[config.mk]
export PLATFORM = sky130hd
export DESIGN_NAME = nibble_serial_add_ctrl_flat
export DESIGN_NICKNAME = d
export VERILOG_FILES = /design/src/rtl/nibble_serial_add_ctrl_if.sv /design/src/rtl/nibble_serial_add_ctrl.sv /design/src/flat_wrapper.sv
export SDC_FILE = /design/constraint.sdc
export NUM_CORES = 1
export LEC_CHECK = 0
export ABC_AREA = 1
export BUFFER_PORTS_ARGS = -buffer_cell sky130_fd_sc_hd__buf_4
export CAP_MARGIN = 20
export CELL_PAD_IN_SITES_DETAIL_PLACEMENT = 1
export CELL_PAD_IN_SITES_GLOBAL_PLACEMENT = 1
export CORE_MARGIN = 5
export CORE_UTILIZATION = 42
export DETAILED_ROUTE_END_ITERATION = 16
export PLACE_DENSITY = 0.95
export SLEW_MARGIN = 20
export SYNTH_ARGS = -nofsm -noshare
export SYNTH_HDL_FRONTEND = slang
export SYNTH_SLANG_ARGS = --single-unit
[constraint.sdc]
create_clock -name clk -period 8.28 [get_ports clk]
set_clock_uncertainty 0.15 [all_clocks]
set_input_delay 1.656 -clock clk [delete_from_list [all_inputs] [get_ports clk]]
set_output_delay 1.656 -clock clk [all_outputs]
set_load 0.05 [all_outputs]
[src/rtl/nibble_serial_add_ctrl_if.sv]
`default_nettype none
// ============================================================================
// Module   : nibble_serial_add_ctrl_if
// Brief    : Requester-side bundle for the nibble-serial add/subtract sequencer
// Revision : 1.0
// ============================================================================
interface nibble_serial_add_ctrl_if #(
    parameter int NIBBLES = 4
);
    logic                   start;
    logic [4*NIBBLES-1:0]   a;
    logic [4*NIBBLES-1:0]   b;
    logic                   sub;
    logic                   cin;
    logic                   busy;
    logic                   done;
    logic [4*NIBBLES-1:0]   sum;
    logic                   cout;
    logic                   overflow;

    modport master (
        output start, a, b, sub, cin,
        input  busy, done, sum, cout, overflow
    );

    modport slave (
        input  start, a, b, sub, cin,
        output busy, done, sum, cout, overflow
    );
endinterface
`default_nettype wire

[src/rtl/nibble_serial_add_ctrl.sv]
`default_nettype none
// ============================================================================
// Module   : nibble_serial_add_ctrl
// Brief    : Time-shares one 4-bit ripple slice for a W-bit add/sub, LSB first
// Revision : 1.0
// ============================================================================
module nibble_serial_add_ctrl #(
    parameter int NIBBLES = 4
) (
    input  wire logic               clk,
    input  wire logic               rst,
    nibble_serial_add_ctrl_if.slave bus
);
    localparam int W     = 4 * NIBBLES;
    localparam int IDX_W = (NIBBLES > 1) ? $clog2(NIBBLES) : 1;

    localparam logic [1:0] S_IDLE = 2'd0;
    localparam logic [1:0] S_RUN  = 2'd1;
    localparam logic [1:0] S_DONE = 2'd2;

    logic [1:0]        r_state;
    logic [W-1:0]      r_a;
    logic [W-1:0]      r_b;
    logic              r_carry;
    logic [IDX_W-1:0]  r_idx;
    logic [W-1:0]      r_sum;
    logic              r_cout;
    logic              r_ovf;
    logic              r_busy;
    logic              r_done;

    logic [3:0]        w_a_nib;
    logic [3:0]        w_b_nib;
    logic [3:0]        w_slice_sum;
    logic [4:0]        w_c;
    logic              w_last;

    assign w_a_nib = r_a[{r_idx, 2'b00} +: 4];
    assign w_b_nib = r_b[{r_idx, 2'b00} +: 4];
    assign w_last  = (r_idx == IDX_W'(NIBBLES - 1));

    // 4-bit ripple slice; w_c[3] is the carry into the nibble MSB for overflow
    always_comb begin
        w_c         = '0;
        w_slice_sum = '0;
        w_c[0]      = r_carry;
        for (int i = 0; i < 4; i++) begin
            w_slice_sum[i] = w_a_nib[i] ^ w_b_nib[i] ^ w_c[i];
            w_c[i+1]       = (w_a_nib[i] & w_b_nib[i]) | (w_c[i] & (w_a_nib[i] ^ w_b_nib[i]));
        end
    end

    always_ff @(posedge clk) begin
        if (rst) begin
            r_state <= S_IDLE;
            r_a     <= '0;
            r_b     <= '0;
            r_carry <= 1'b0;
            r_idx   <= '0;
            r_sum   <= '0;
            r_cout  <= 1'b0;
            r_ovf   <= 1'b0;
            r_busy  <= 1'b0;
            r_done  <= 1'b0;
        end else begin
            case (r_state)
                S_IDLE, S_DONE: begin
                    r_done <= 1'b0;
                    if (bus.start) begin
                        // Subtract is A + ~B + 1, so the carry seed replaces cin
                        r_a     <= bus.a;
                        r_b     <= bus.sub ? ~bus.b : bus.b;
                        r_carry <= bus.sub | bus.cin;
                        r_idx   <= '0;
                        r_state <= S_RUN;
                        r_busy  <= 1'b1;
                    end else begin
                        r_state <= S_IDLE;
                        r_busy  <= 1'b0;
                    end
                end
                S_RUN: begin
                    r_sum[{r_idx, 2'b00} +: 4] <= w_slice_sum;
                    r_carry                    <= w_c[4];
                    if (w_last) begin
                        r_state <= S_DONE;
                        r_busy  <= 1'b0;
                        r_done  <= 1'b1;
                        r_cout  <= w_c[4];
                        r_ovf   <= w_c[3] ^ w_c[4];
                        r_idx   <= '0;
                    end else begin
                        r_idx   <= r_idx + 1'b1;
                    end
                end
                default: begin
                    r_state <= S_IDLE;
                    r_busy  <= 1'b0;
                    r_done  <= 1'b0;
                end
            endcase
        end
    end

    assign bus.busy     = r_busy;
    assign bus.done     = r_done;
    assign bus.sum      = r_sum;
    assign bus.cout     = r_cout;
    assign bus.overflow = r_ovf;
endmodule
`default_nettype wire

[src/flat_wrapper.sv]
// flat-port wrapper written by rule: the top's interface ports become plain ports
module nibble_serial_add_ctrl_flat 
#(
    parameter int NIBBLES = 4
)
  (clk, rst, bus_start, bus_a, bus_b, bus_sub, bus_cin, bus_busy, bus_done, bus_sum, bus_cout, bus_overflow);
  nibble_serial_add_ctrl_if #(.NIBBLES(NIBBLES)) bus_i ();
  input  wire logic clk;
  input  wire logic rst;
  input wire logic [$bits(bus_i.start)-1:0] bus_start;
  input wire logic [$bits(bus_i.a)-1:0] bus_a;
  input wire logic [$bits(bus_i.b)-1:0] bus_b;
  input wire logic [$bits(bus_i.sub)-1:0] bus_sub;
  input wire logic [$bits(bus_i.cin)-1:0] bus_cin;
  output wire logic [$bits(bus_i.busy)-1:0] bus_busy;
  output wire logic [$bits(bus_i.done)-1:0] bus_done;
  output wire logic [$bits(bus_i.sum)-1:0] bus_sum;
  output wire logic [$bits(bus_i.cout)-1:0] bus_cout;
  output wire logic [$bits(bus_i.overflow)-1:0] bus_overflow;
  assign bus_i.start = bus_start;
  assign bus_i.a = bus_a;
  assign bus_i.b = bus_b;
  assign bus_i.sub = bus_sub;
  assign bus_i.cin = bus_cin;
  assign bus_busy = bus_i.busy;
  assign bus_done = bus_i.done;
  assign bus_sum = bus_i.sum;
  assign bus_cout = bus_i.cout;
  assign bus_overflow = bus_i.overflow;
  nibble_serial_add_ctrl #(.NIBBLES(NIBBLES)) u_core (.clk(clk), .rst(rst), .bus(bus_i));
endmodule
# Yosys cells after proc, flatten, opt, wreduce, memory -nomap -nowiden
# Cells that the tools add are included.
# W data, S select, Z words.
word_totals:
  ff_bits: 57
  latch_bits: 0
  mem_bits_rw: 0
  rom_bits: 0
  input_bits: 37
  output_inout_bits: 20
  elab_cells: 65
  mem_count: 0
classes:
  add_sub_neg: 2
  mul: 0
  div_mod_pow: 0
  magnitude_cmp: 0
  n_eq_ne: 5
  shift: 4
  n_mux: 13
  bitwise_logic: 24
  reduce_logical: 7
op_table:
  columns: ["cell", "n"]
  rows:
  - ["$shiftx A16 B5 Y4", 2]
  - ["$bwmux W16", 1]
  - ["$mux W16", 1]
  - ["$not A16 Y16", 1]
  - ["$shift A4 B6 Y16 const A", 1]
  - ["$shiftx A4 B6 Y16", 1]
  - ["$xor A1 B1 Y1", 9]
  - ["$and A1 B1 Y1", 8]
  - ["$pmux W2 S2", 2]
  - ["$mux W2", 3]
  - ["$neg A4 Y6", 1]
  - ["$reduce_and A2 Y1", 3]
  - ["$or A1 B1 Y1", 5]
  - ["$eq A2 B2 Y1 const B", 2]
  - ["$mux W1", 4]
  - ["$pmux W1 S2", 2]
  - ["$reduce_or A2 Y1", 2]
  - ["$add A2 B1 Y2 const B", 1]
  - ["$eq A2 B1 Y1 const B", 1]
  - ["$logic_not A2 Y1", 1]
  - ["$ne A2 B1 Y1 const B", 1]
  - ["$ne A2 B2 Y1 const B", 1]
  - ["$reduce_bool A2 Y1", 1]
  - ["$not A1 Y1", 1]

# Depth between registers and ports, before layout
logic_depth:
  word_depth: 11
  mapped_depth: 18
  depth_no_buf: 17

# Worst setup path after synthesis
# Ideal clock, no wire load.
synth_timing:
  path_type: "register to register"
  startpoint: "register u_core.r_idx[0]"
  endpoint: "register u_core.r_sum[7], in the netlist u_core.bus.sum[7]"
  setup_ns: 0.118
  arrival_ns: 2.714
  t_required_ns: 8.012
  path_slack_ns: 5.298
  path_stages_with_launch: 19
  path_buffers: 2
  synth_period_minus_slack_ns: 2.982
  cell_sequence: "dfxtp_1 > clkbuf_2 > buf_2 > nand2_1 > o21ai_0 > a21oi_1 > fa_1 > inv_1 > fa_1 > inv_1 > fa_1 > inv_1 > fa_1 > nand2_1 > nor2_1 > nand2_1 > nand2_1 > inv_1 > nor2_1"
synth_via:
  elab_chain_len: 11
  elab_cells_between_ends: 23
  cone_classes: "add/sub: 1; shift: 4; mux: 1; bitwise: 17"
synth_rtl:
  columns: ["item", "line_no", "text"]
  rows:
  - ["start, declared", "nibble_serial_add_ctrl.sv:25", "logic [IDX_W-1:0] r_idx;"]
  - ["start signal, assigned", "nibble_serial_add_ctrl.sv:93", "r_idx <= r_idx + 1'b1;"]
  - ["$shiftx A16 B5 Y4, on equally long branches", "nibble_serial_add_ctrl.sv:38, nibble_serial_add_ctrl.sv:39", null]
  - ["$xor A1 B1 Y1", "nibble_serial_add_ctrl.sv:48, nibble_serial_add_ctrl.sv:49", null]
  - ["$and A1 B1 Y1", "nibble_serial_add_ctrl.sv:49", "w_c[i+1] = (w_a_nib[i] & w_b_nib[i]) | (w_c[i] & (w_a_nib[i] ^ w_b_nib[i]));"]
  - ["$or A1 B1 Y1", "nibble_serial_add_ctrl.sv:49", null]
  - ["$and A1 B1 Y1", "nibble_serial_add_ctrl.sv:49", null]
  - ["$or A1 B1 Y1", "nibble_serial_add_ctrl.sv:49", null]
  - ["$and A1 B1 Y1", "nibble_serial_add_ctrl.sv:49", null]
  - ["$or A1 B1 Y1", "nibble_serial_add_ctrl.sv:49", null]
  - ["$xor A1 B1 Y1", "nibble_serial_add_ctrl.sv:48", "w_slice_sum[i] = w_a_nib[i] ^ w_b_nib[i] ^ w_c[i];"]
  - ["$shiftx A4 B6 Y16", "nibble_serial_add_ctrl.sv:83", "r_sum[{r_idx, 2'b00} +: 4] <= w_slice_sum;"]
  - ["$bwmux W16 (*)", "nibble_serial_add_ctrl.sv:83", null]
  - ["end signal, assigned by index", "nibble_serial_add_ctrl.sv:83", null]
  - ["end, declared", "nibble_serial_add_ctrl.sv:26", "logic [W-1:0] r_sum;"]
# Mark *: on every way between the ends. The rest lies on a longest branch, timed or not.
# A chain may end at the register's enable or synchronous reset.

# Worst setup path after layout
# Ends and elaborated chain as after synthesis.

==> impl_metrics.csv <==
group,metric,value,unit
drt,drc_marker_count_from_the_first_detailed_route_iteration,134,
synth,ys_seq_area_share,42.6,%
floorplan,floorplan.initialDensity,42.6,%
run_status,outcome,"completed",
sta,fmaxAchievable,255,MHz
drt,drt-total-wl,7.34,mm
clocking,cts_resized,0,
sta,finalWorstPathRequiredPeriod,3920,ps
sta,final.hold.worst_slack,316,ps
synth,synth_area_leaders,"sky130_fd_sc_hd__dfxtp_1 43%, sky130_fd_sc_hd__o21ai_0 11%, sky130_fd_sc_hd__nor2_1 10%",
drt,vias_per_cell,5.11,
sta,setup_repair_after_global_routing_missed_its_margin,"false",
clocking,post-cts-setup-buffer-count,0,
clocking,cts.htree.levels,3,
sta,slew_headroom,40.7,%
floorplan,die_height,89.8,µm
drt,wire_per_inst,14.9,µm
place,dpl.hpwl,5.41,mm
clocking,clockRootBuffer,"sky130_fd_sc_hd__clkbuf_8",
clocking,cts_made_buffers,9,
floorplan,design.core.area,6280,µm²
synth,synth.largest_area_cell,"sky130_fd_sc_hd__dfxtp_1",
global_routing,grt_start_max_net_pins,48,
synth,synth_ff_type,"sky130_fd_sc_hd__dfxtp_1",
layout,flow.area_growth_from_synthesis,22.9,%
power,power.leakage,1.49,nW
synth,yosys_warnings,0,
synth,synthDistinctLibCells,22,
floorplan,std_cell_rows,29,
global_routing,grt_util_all_layers,18.5,%
global_routing,grt_first_pass_wirelength,12.3,mm
drt,dr_total_vias,2507,
synth,post_synth.cell_area_avg,7.39,µm²
setup_path,critPathLaunchType,"flop",
setup_path,cp.required,8410,ps
clocking,postCtsHoldBufs,0,
sta,final_hold_viol_count,0,
drt,drcViolationCount,0,
sta,tns,0,ps
sta,final_period_util,47.3,%
clocking,cts.clk_slew.worst_paths,60,ps
setup_path,critPathCaptureType,"flop",
synth,yosysTopAreaCellShare,42.6,%
layout,post_route_cells_drive_above_1_share,18.4,%
run,max-cap-violations,0,
global_routing,overflow,0,
sta,finish_stage_setup_viols,0,
min_path,hold_class,"reg -> reg",
synth,syn-cell-area,2680,µm²
place,io_buffers,56,
synth,synth_common_cells,"73 x sky130_fd_sc_hd__nor2_1, 60 x sky130_fd_sc_hd__o21ai_0, 57 x sky130_fd_sc_hd__dfxtp_1, 43 x sky130_fd_sc_hd__nand2_1, 34 x sky130_fd_sc_hd__a21oi_1",
floorplan,chipWidth,89.8,µm
sta,tightest_pin_transition,889,ps
synth,synth_enable_flop_cells,0,
setup_path,crit_fanout,28,
synth,syn_inst,362,
synth,synth.net_count,409,
clocking,insertion_delay,340,ps
drt,antenna_violating_nets_post_route,0,
clocking,ctsLongestPathBuffers,2,
sta,slew_viol_final,0,
clocking,cts.sink_count,57,
setup_path,critical_path_arrival,4050,ps
place,last_weighted_congestion_value_of_the_routability_driven_placer,0.864,
clocking,cts_tree,"done",
layout,fillers,810,
layout,inserted_diodes,0,
floorplan,die_area,8070,µm²
drt,detailedRoute.firstPassIterationCount,4,
power,max-vdd-ir-drop,0.118,mV
synth,synthMostInstantiatedCell,"sky130_fd_sc_hd__nor2_1",
global_routing,antenna_found_initial,0,
synth,ys_ff_latch,57,
floorplan,io_pins,57,
layout,nNetsFinal,457,
power,power.density_cell_area,218,nW/µm²
global_routing,via_count_of_the_first_global_routing_pass,2695,
setup_path,worst-setup-path-type,"reg -> reg",
synth,async_flop_share,0,%
-- report_power, final --
part / switching [mW] / internal (mW)
Combinational: 0.0823 / 0.0496
Sequential: 0.0139 / 0.293
Clock: 0.107 / 0.170
-- kinds of logic (layout without fill, tap and decap cells) --
| group | count (synthesis) | count (layout) | synth area share, % |
|---|---|---|---|
| fa+ha+maj | 10 | 10 | 5.80 |
| xor+xnor | 16 | 16 | 5.24 |
| compound gates | 99 | 99 | 18.7 |
| buf+inv | 53 | 105 | 9.16 |
| simple gates | 127 | 127 | 18.4 |
| flops | 57 | 57 | 42.6 |
-- layer usage --
metal	routed length, µm	vias up	track usage, %
li1	-	1252	-
met1	3050	1179	20.8
met2	3750	56	32.1
met3	315	20	4.59
met4	223	0	9.95
met5	0	-	0
-- registers in the layout, indices dropped and copies added, names as in the netlist, 2 cells and up --
register and cells:
u_core.r_idx 2, u_core.r_state 2, u_core.r_b 16, u_core.bus.sum 16, u_core.r_a 16
-- metrics by stage --
stage	power, mW	setup slack [ps]	cell area, µm²	std cells	utilization [%]
after floorplan	0.402	5300	2680	362	-
after global placement	0.435	4750	3080	476	49.0
after detailed placement	0.445	4460	3080	476	49.0
after CTS	0.722	4370	3290	491	52.4
after global routing	0.752	4070	3290	491	52.4
final	0.716	4360	3290	491	52.4
-- critical path: stages, from the launching register on --
cell,delay [ps]
sky130_fd_sc_hd__dfxtp_1,900
sky130_fd_sc_hd__inv_2,330
sky130_fd_sc_hd__nor2_1,220
sky130_fd_sc_hd__nor2_1,70
sky130_fd_sc_hd__a21oi_1,190
sky130_fd_sc_hd__fa_1,210
sky130_fd_sc_hd__inv_1,50
sky130_fd_sc_hd__fa_1,360
sky130_fd_sc_hd__inv_1,80
sky130_fd_sc_hd__fa_1,200
sky130_fd_sc_hd__inv_1,80
sky130_fd_sc_hd__fa_1,520
sky130_fd_sc_hd__nand2_1,90
sky130_fd_sc_hd__nor2_1,130
sky130_fd_sc_hd__nand2_1,80
sky130_fd_sc_hd__nand2_1,80
sky130_fd_sc_hd__inv_1,40
sky130_fd_sc_hd__nor2_1,70
-- cells in the final DEF, fill, tap and decap left out --
master	synthesis	routed
sky130_fd_sc_hd__a21oi_1	34	34
sky130_fd_sc_hd__buf_4	4	56
sky130_fd_sc_hd__bufinv_16	0	1
sky130_fd_sc_hd__clkbuf_8	0	13
sky130_fd_sc_hd__clkinv_1	2	1
sky130_fd_sc_hd__clkinv_2	0	1
sky130_fd_sc_hd__dfxtp_1	57	57
sky130_fd_sc_hd__fa_1	4	4
sky130_fd_sc_hd__ha_1	6	6
sky130_fd_sc_hd__inv_1	30	30
sky130_fd_sc_hd__inv_2	2	3
sky130_fd_sc_hd__nand2_1	43	43
sky130_fd_sc_hd__nand2_2	1	1
sky130_fd_sc_hd__nand3_1	7	7
sky130_fd_sc_hd__nor2_1	73	73
sky130_fd_sc_hd__nor2_2	1	1
sky130_fd_sc_hd__nor3_1	2	2
sky130_fd_sc_hd__o21ai_0	60	60
sky130_fd_sc_hd__o22ai_1	5	5
sky130_fd_sc_hd__xnor2_1	16	16
-- cell type report --
| class | instances | area (µm²) | area share [%] |
|---|---|---|---|
| inverter | 34 | 128 | 3.88 |
| tap | 77 | 96.3 | 2.93 |
| timing repair buffer | 56 | 420 | 12.8 |
| clock buffer | 13 | 179 | 5.44 |
| clock inverter | 2 | 35.0 | 1.07 |
| sequential | 57 | 1140 | 34.7 |
| multi-input combinational | 252 | 1290 | 39.2 |
-- path summary, 6_finish.rpt --
kind	slack, ps	from	to	cells after the start
worst max-delay path	4360	u_core.r_idx[0]	u_core.bus.sum[7]	17
worst min-delay path	320	u_core.r_a[2]	u_core.r_a[2]	2
worst min register to register	320	u_core.r_a[2]	u_core.r_a[2]	2
worst max register to register	4360	u_core.r_idx[0]	u_core.bus.sum[7]	17
(Power assumes the default switching activity.)
